## config.mk

```make
export PLATFORM = sky130hd
export DESIGN_NAME = trap_ctrl_flat
export DESIGN_NICKNAME = d
export VERILOG_FILES = /design/src/rtl/trap_ctrl_if.sv /design/src/rtl/trap_ctrl.sv /design/src/flat_wrapper.sv
export SDC_FILE = /design/constraint.sdc
export NUM_CORES = 1
export LEC_CHECK = 0
export BUFFER_PORTS_ARGS = -buffer_cell sky130_fd_sc_hd__buf_4
export CAP_MARGIN = 10
export CORE_ASPECT_RATIO = 0.7
export CORE_MARGIN = 10
export CORE_UTILIZATION = 45
export CTS_CLUSTER_DIAMETER = 200
export DETAILED_ROUTE_END_ITERATION = 6
export GPL_ROUTABILITY_DRIVEN = 0
export PLACE_DENSITY = 0.68
export SYNTH_ARGS = -nofsm -noshare
export SYNTH_HDL_FRONTEND = slang
export SYNTH_SLANG_ARGS = --single-unit
```

## constraint.sdc

```tcl
create_clock -name clk -period 3.8 [get_ports clk]
set_input_delay 0 -clock clk [delete_from_list [all_inputs] [get_ports clk]]
set_output_delay 0 -clock clk [all_outputs]
set_load 0.1 [all_outputs]
```

## src/rtl/trap_ctrl_if.sv

```systemverilog
// Pipeline-side bundle for the M-mode trap controller: retirement stream,
// exception/mret indications, interrupt lines, CSR access and redirect output.
interface trap_ctrl_if #(
  parameter int XLEN = 64
);
  logic            retire_valid;
  logic [XLEN-1:0] retire_npc;
  logic            exception;
  logic [XLEN-1:0] exc_pc;
  logic [XLEN-1:0] exc_cause;
  logic [XLEN-1:0] exc_tval;
  logic            mret;
  logic            ext_irq;
  logic            sw_irq;
  logic            timer_irq;
  logic            csr_we;
  logic [11:0]     csr_waddr;
  logic [XLEN-1:0] csr_wdata;
  logic [11:0]     csr_raddr;
  logic [XLEN-1:0] csr_rdata;
  logic [1:0]      priv;
  logic            redirect_valid;
  logic [XLEN-1:0] redirect_pc;

  modport master (
    output retire_valid, retire_npc, exception, exc_pc, exc_cause, exc_tval,
           mret, ext_irq, sw_irq, timer_irq, csr_we, csr_waddr, csr_wdata,
           csr_raddr,
    input  csr_rdata, priv, redirect_valid, redirect_pc
  );

  modport slave (
    input  retire_valid, retire_npc, exception, exc_pc, exc_cause, exc_tval,
           mret, ext_irq, sw_irq, timer_irq, csr_we, csr_waddr, csr_wdata,
           csr_raddr,
    output csr_rdata, priv, redirect_valid, redirect_pc
  );
endinterface

```

## src/rtl/trap_ctrl.sv

```systemverilog
// Machine-mode trap/interrupt controller at writeback. Owns the M-mode trap
// CSRs, selects one event per cycle (exception > mret > interrupt) and emits a
// registered one-cycle redirect pulse used to flush the pipeline.
module trap_ctrl #(
  parameter int         XLEN       = 64,
  parameter logic [1:0] RESET_PRIV = 2'b11
) (
  input  logic      clk,
  input  logic      reset,
  trap_ctrl_if.slave bus
);
  localparam logic [11:0] A_MSTATUS = 12'h300;
  localparam logic [11:0] A_MIE     = 12'h304;
  localparam logic [11:0] A_MTVEC   = 12'h305;
  localparam logic [11:0] A_MEPC    = 12'h341;
  localparam logic [11:0] A_MCAUSE  = 12'h342;
  localparam logic [11:0] A_MTVAL   = 12'h343;
  localparam logic [11:0] A_MIP     = 12'h344;

  typedef enum logic {IDLE, REDIRECT} state_t;

  state_t          state_q, state_d;
  logic [1:0]      priv_q, priv_d;
  logic            st_mie_q, st_mie_d;
  logic            st_mpie_q, st_mpie_d;
  logic [1:0]      st_mpp_q, st_mpp_d;
  logic [XLEN-1:0] mie_q, mie_d;
  logic [XLEN-1:0] mtvec_q, mtvec_d;
  logic [XLEN-1:0] mepc_q, mepc_d;
  logic [XLEN-1:0] mcause_q, mcause_d;
  logic [XLEN-1:0] mtval_q, mtval_d;
  logic            rdr_vld_q, rdr_vld_d;
  logic [XLEN-1:0] rdr_pc_q, rdr_pc_d;

  logic [XLEN-1:0] mip, mstatus, pend, tvec_base, irq_tgt;
  logic [3:0]      irq_code;
  logic            irq_ok;

  // mip mirrors the live interrupt lines; mstatus exposes only MIE/MPIE/MPP
  always_comb begin
    mip          = '0;
    mip[11]      = bus.ext_irq;
    mip[7]       = bus.timer_irq;
    mip[3]       = bus.sw_irq;
    mstatus      = '0;
    mstatus[3]   = st_mie_q;
    mstatus[7]   = st_mpie_q;
    mstatus[12:11] = st_mpp_q;
  end

  // Interrupt eligibility, source priority MEI > MSI > MTI, and vectored target
  always_comb begin
    pend      = mip & mie_q;
    irq_ok    = (|pend) && ((priv_q != 2'b11) || st_mie_q);
    irq_code  = pend[11] ? 4'd11 : (pend[3] ? 4'd3 : 4'd7);
    tvec_base = {mtvec_q[XLEN-1:2], 2'b00};
    irq_tgt   = (mtvec_q[1:0] == 2'b01) ? tvec_base + XLEN'({irq_code, 2'b00})
                                        : tvec_base;
  end

  // Combinational CSR read; same-cycle writes are not visible here
  always_comb begin
    bus.csr_rdata = '0;
    case (bus.csr_raddr)
      A_MSTATUS: bus.csr_rdata = mstatus;
      A_MIE:     bus.csr_rdata = mie_q;
      A_MTVEC:   bus.csr_rdata = mtvec_q;
      A_MEPC:    bus.csr_rdata = mepc_q;
      A_MCAUSE:  bus.csr_rdata = mcause_q;
      A_MTVAL:   bus.csr_rdata = mtval_q;
      A_MIP:     bus.csr_rdata = mip;
      default:   bus.csr_rdata = '0;
    endcase
  end

  // Event selection and CSR next-state; trap updates shadow a same-cycle write
  always_comb begin
    state_d   = IDLE;
    priv_d    = priv_q;
    st_mie_d  = st_mie_q;
    st_mpie_d = st_mpie_q;
    st_mpp_d  = st_mpp_q;
    mie_d     = mie_q;
    mtvec_d   = mtvec_q;
    mepc_d    = mepc_q;
    mcause_d  = mcause_q;
    mtval_d   = mtval_q;
    rdr_vld_d = 1'b0;
    rdr_pc_d  = rdr_pc_q;
    case (state_q)
      IDLE: begin
        if (bus.retire_valid && bus.exception) begin
          mepc_d    = bus.exc_pc;
          mcause_d  = bus.exc_cause;
          mtval_d   = bus.exc_tval;
          st_mpie_d = st_mie_q;
          st_mie_d  = 1'b0;
          st_mpp_d  = priv_q;
          priv_d    = 2'b11;
          rdr_vld_d = 1'b1;
          rdr_pc_d  = tvec_base;
          state_d   = REDIRECT;
        end else if (bus.retire_valid && bus.mret) begin
          st_mie_d  = st_mpie_q;
          st_mpie_d = 1'b1;
          priv_d    = st_mpp_q;
          st_mpp_d  = 2'b00;
          rdr_vld_d = 1'b1;
          rdr_pc_d  = mepc_q;
          state_d   = REDIRECT;
        end else if (bus.retire_valid && irq_ok) begin
          mepc_d    = bus.retire_npc;
          mcause_d  = {1'b1, (XLEN-1)'(irq_code)};
          mtval_d   = '0;
          st_mpie_d = st_mie_q;
          st_mie_d  = 1'b0;
          st_mpp_d  = priv_q;
          priv_d    = 2'b11;
          rdr_vld_d = 1'b1;
          rdr_pc_d  = irq_tgt;
          state_d   = REDIRECT;
        end else if (bus.csr_we) begin
          case (bus.csr_waddr)
            A_MSTATUS: begin
              st_mie_d  = bus.csr_wdata[3];
              st_mpie_d = bus.csr_wdata[7];
              st_mpp_d  = bus.csr_wdata[12:11];
            end
            A_MIE:    mie_d    = bus.csr_wdata;
            A_MTVEC:  mtvec_d  = bus.csr_wdata;
            A_MEPC:   mepc_d   = {bus.csr_wdata[XLEN-1:2], 2'b00};
            A_MCAUSE: mcause_d = bus.csr_wdata;
            A_MTVAL:  mtval_d  = bus.csr_wdata;
            default: ;
          endcase
        end
      end
      // Flush cycle: inputs belong to squashed instructions
      REDIRECT: state_d = IDLE;
      default:  state_d = IDLE;
    endcase
  end

  // State register; reset overrides everything including an in-flight redirect
  always_ff @(posedge clk) begin
    if (reset) begin
      state_q   <= IDLE;
      priv_q    <= RESET_PRIV;
      st_mie_q  <= 1'b0;
      st_mpie_q <= 1'b0;
      st_mpp_q  <= 2'b00;
      mie_q     <= '0;
      mtvec_q   <= '0;
      mepc_q    <= '0;
      mcause_q  <= '0;
      mtval_q   <= '0;
      rdr_vld_q <= 1'b0;
      rdr_pc_q  <= '0;
    end else begin
      state_q   <= state_d;
      priv_q    <= priv_d;
      st_mie_q  <= st_mie_d;
      st_mpie_q <= st_mpie_d;
      st_mpp_q  <= st_mpp_d;
      mie_q     <= mie_d;
      mtvec_q   <= mtvec_d;
      mepc_q    <= mepc_d;
      mcause_q  <= mcause_d;
      mtval_q   <= mtval_d;
      rdr_vld_q <= rdr_vld_d;
      rdr_pc_q  <= rdr_pc_d;
    end
  end

  assign bus.priv           = priv_q;
  assign bus.redirect_valid = rdr_vld_q;
  assign bus.redirect_pc    = rdr_pc_q;
endmodule
```

## src/flat_wrapper.sv

```systemverilog
// flat-port wrapper written by rule: the top's interface ports become plain ports
module trap_ctrl_flat 
#(
  parameter int         XLEN       = 64,
  parameter logic [1:0] RESET_PRIV = 2'b11
)
  (clk, reset, bus_retire_valid, bus_retire_npc, bus_exception, bus_exc_pc, bus_exc_cause, bus_exc_tval, bus_mret, bus_ext_irq, bus_sw_irq, bus_timer_irq, bus_csr_we, bus_csr_waddr, bus_csr_wdata, bus_csr_raddr, bus_csr_rdata, bus_priv, bus_redirect_valid, bus_redirect_pc);
  trap_ctrl_if #(.XLEN(XLEN)) bus_i ();
  input  logic clk;
  input  logic reset;
  input wire logic [$bits(bus_i.retire_valid)-1:0] bus_retire_valid;
  input wire logic [$bits(bus_i.retire_npc)-1:0] bus_retire_npc;
  input wire logic [$bits(bus_i.exception)-1:0] bus_exception;
  input wire logic [$bits(bus_i.exc_pc)-1:0] bus_exc_pc;
  input wire logic [$bits(bus_i.exc_cause)-1:0] bus_exc_cause;
  input wire logic [$bits(bus_i.exc_tval)-1:0] bus_exc_tval;
  input wire logic [$bits(bus_i.mret)-1:0] bus_mret;
  input wire logic [$bits(bus_i.ext_irq)-1:0] bus_ext_irq;
  input wire logic [$bits(bus_i.sw_irq)-1:0] bus_sw_irq;
  input wire logic [$bits(bus_i.timer_irq)-1:0] bus_timer_irq;
  input wire logic [$bits(bus_i.csr_we)-1:0] bus_csr_we;
  input wire logic [$bits(bus_i.csr_waddr)-1:0] bus_csr_waddr;
  input wire logic [$bits(bus_i.csr_wdata)-1:0] bus_csr_wdata;
  input wire logic [$bits(bus_i.csr_raddr)-1:0] bus_csr_raddr;
  output wire logic [$bits(bus_i.csr_rdata)-1:0] bus_csr_rdata;
  output wire logic [$bits(bus_i.priv)-1:0] bus_priv;
  output wire logic [$bits(bus_i.redirect_valid)-1:0] bus_redirect_valid;
  output wire logic [$bits(bus_i.redirect_pc)-1:0] bus_redirect_pc;
  assign bus_i.retire_valid = bus_retire_valid;
  assign bus_i.retire_npc = bus_retire_npc;
  assign bus_i.exception = bus_exception;
  assign bus_i.exc_pc = bus_exc_pc;
  assign bus_i.exc_cause = bus_exc_cause;
  assign bus_i.exc_tval = bus_exc_tval;
  assign bus_i.mret = bus_mret;
  assign bus_i.ext_irq = bus_ext_irq;
  assign bus_i.sw_irq = bus_sw_irq;
  assign bus_i.timer_irq = bus_timer_irq;
  assign bus_i.csr_we = bus_csr_we;
  assign bus_i.csr_waddr = bus_csr_waddr;
  assign bus_i.csr_wdata = bus_csr_wdata;
  assign bus_i.csr_raddr = bus_csr_raddr;
  assign bus_csr_rdata = bus_i.csr_rdata;
  assign bus_priv = bus_i.priv;
  assign bus_redirect_valid = bus_i.redirect_valid;
  assign bus_redirect_pc = bus_i.redirect_pc;
  trap_ctrl #(.XLEN(XLEN), .RESET_PRIV(RESET_PRIV)) u_core (.clk(clk), .reset(reset), .bus(bus_i));
endmodule
```

==> run_results.csv <==
group,metric,value,unit
status,outcome,"completed",
yosys,ys_ff_latch,391,
setup_path,critical_path.max_fanout,11,
yosys,ys_warn_count,0,
route,routed_via_density,6.12,
floorplanning,fp.coreArea,45100,um2
finish,drive_above_1_share,19.0,%
finish,fin_nets,3603,
route,vias,23700,
clock_network,ctsLongestPathBuffers,3,
timing,rsz0062_at_grt,"no",
clock_network,cts_buffers,41,
yosys,synth.avg_cell_area,7.82,um2
pwr,total_power,10.4,mW
timing,drv_slew,0,
yosys,yosysUniqueCellTypes,67,
floorplanning,initial_core_util,45.5,%
setup_path,required,4.19,ns
placed_design,dp_slack,0.529,ns
floorplanning,die_w,275,um
pwr,p_per_area,362,nW/um2
clock_network,cts_tree,"done",
yosys,synth_edf_count,0,
route,drc_errors,0,
floorplanning,dieHeight,199,um
clock_network,clkLatencyLatePin,0.55,ns
timing,max_freq,0.307,GHz
placed_design,hpwlAfterDp,58600,um
timing,fin_crit,3.26,ns
floorplanning,die_area,54600,um2
global_routing,antenna_found_initial,0,
pwr,leakagePower,11.0,nW
timing,finalCritPeriodShare,85.8,%
pwr,ir_drop,0.000256,V
timing,setup_slack,0.539,ns
clock_network,cts-root-buf,"clkbuf_16",
timing,setup_viol,0,
yosys,synth_area,20500,um2
yosys,yosys.area.top_type,"dfxtp_1",
finish,final.fill_count,3786,
yosys,yosys-top-cells-area,"dfxtp_1 (38%), nand2_1 (9.3%), a211oi_1 (5.6%), a22oi_1 (5.3%), nor2_1 (5.1%)",
yosys,yosysSeqAreaShare,38.2,%
global_routing,grt_start_max_net_pins,129,
global_routing,grt_pass1_wl,137000,um
route,wl,89200,um
yosys,synthArstFlopShare,0,%
floorplanning,ios,484,
setup_path,crit_type,"register to register",
clock_network,htree_num_levels,2,
placed_design,port_buffers,483,
setup_path,crit_arrival,3.65,ns
route,antenna_left,0,
yosys,synth_most_common_cell,"nand2_1",
route,wl_per_cell,23.0,um
floorplanning,rows,65,
yosys,netlist_top_cells_count,"nand2_1 (506), dfxtp_1 (391), nor2_1 (281), clkbuf_1 (181), a21oi_1 (170)",
route,drt_pass1_iterations,6,
timing,slew_headroom,28.1,%
timing,tns,0,ns
setup_path,end_kind,"register",
finish,diodes,0,
timing,worst_clock_skew,0.0243,ns
yosys,syn_inst,2621,
yosys,syn_nets,2977,
clock_network,clk_pin_slew,0.06,ns
global_routing,first_global_vias,23200,
finish,synthToLayoutAreaGrowth,40.9,%
global_routing,track_usage,31.1,%
yosys,synth_top_area_share,38.2,%
global_routing,grt-ovfl-total,0,
route,initialDrtViolationCount,3002,
timing,hold_viol_final,0,
clock_network,cts.sinks,391,
run,drv_cap,0,
yosys,synthFlopType,"dfxtp_1",
setup_path,start_kind,"register",
timing,worst_pin_slew,1.08,ns
hold_path,hp-class,"input port to register",
finish,final_core_util,64.0,%
## power by group
part | leakage (nW) | internal [mW] | total [mW] | switching (mW)
clock | 0.667 | 2.39 | 4.11 | 1.71
sequential | 3.19 | 4.28 | 4.40 | 0.126
combinational | 7.10 | 0.834 | 1.92 | 1.09
## repair_timing
item,4_1_cts,5_1_grt
hold buffers,329,0
setup buffers,0,0
resized for setup,0,0
hold endpoints to repair,331,0
## cell type report
cell class | count | area [um2] | area share (%)
Timing Repair Buffer | 857 | 7360 | 25.5
Clock inverter | 13 | 151 | 0.525
Multi-Input combinational cell | 1944 | 11500 | 39.9
Tap cell | 603 | 754 | 2.61
Sequential cell | 391 | 7830 | 27.1
Clock buffer | 59 | 1200 | 4.14
Inverter | 12 | 45.0 | 0.156
## state kept, by name, summed over array words and instances (netlist names)
signal                     flops
u_core.mcause_q               64
u_core.bus.redirect_valid      1
u_core.bus.priv                2
u_core.mie_q                  64
u_core.mtvec_q                64
u_core.bus.redirect_pc        64
u_core.st_mie_q                1
u_core.mtval_q                64
u_core.mepc_q                 64
u_core.st_mpp_q                2
u_core.st_mpie_q               1
## cells by family (layout without fill, tap and decap cells)
group / after synthesis / count (layout) / synth area share (%)
buffers and inverters: 286 / 941 / 6.17
XOR/XNOR: 28 / 28 / 1.20
multiplexers: 74 / 74 / 3.63
AND/OR/NAND/NOR: 969 / 969 / 20.0
adder cells (fa/ha/maj): 3 / 3 / 0.183
flip-flops: 391 / 391 / 38.2
AO/OA/AOI/OAI: 870 / 870 / 30.6
## placed cells by master (no fill, tap or decap), types with 66 or more instances in the layout
cell           instances
a211oi_1             154
a21oi_1              170
a22o_1                68
a22oi_1              144
a31oi_1               66
buf_4                519
dfxtp_1              391
dlygate4sd3_1        329
mux2i_1               72
nand2_1              503
nor2_1               279
## worst paths after layout
path,start,to,slack [ns],cells after the start
setup / recovery,u_core.mie_q[11]$_SDFFE_PP0P_,u_core.bus.redirect_pc[57]$_SDFFE_PP0P_,0.54,10
setup reg to reg,u_core.mie_q[11]$_SDFFE_PP0P_,u_core.bus.redirect_pc[57]$_SDFFE_PP0P_,0.54,10
hold / removal,bus_csr_waddr[2],u_core.st_mpp_q[0]$_SDFFE_PP0P_,0.08,5
hold reg to reg,u_core.mie_q[61]$_SDFFE_PP0P_,u_core.mie_q[61]$_SDFFE_PP0P_,0.45,2
## stage by stage
stage / std cells / hold WS (ns) / instance area (um2)
finish: 3879 / 0.0786 / 28900
global route: 3879 / 0.0885 / 28900
CTS: 3879 / 0.0313 / 28900
detailed placement: 3478 / 0.291 / 24200
global placement: 3478 / 0.285 / 24200
floorplan: 2621 / 0.140 / 20500
## worst max-delay path, stage by stage (launching register included)
cell and delay [ns]:
dfxtp_1 0.37, and2_1 0.22, a21oi_1 0.10, ha_1 0.34, o21ai_0 0.27, a2111oi_4 0.88
nand4_1 0.18, buf_4 0.23, o31a_1 0.24, o21ai_0 0.18, a211oi_1 0.09
## routing by layer
layer	wire (um)	vias up	GRT usage [%]
li1	-	10900	-
met1	37700	11300	42.3
met2	40100	1372	49.0
met3	8990	172	6.25
met4	2430	0	9.25
met5	0	-	0
Power figures use the tool's default switching activity.
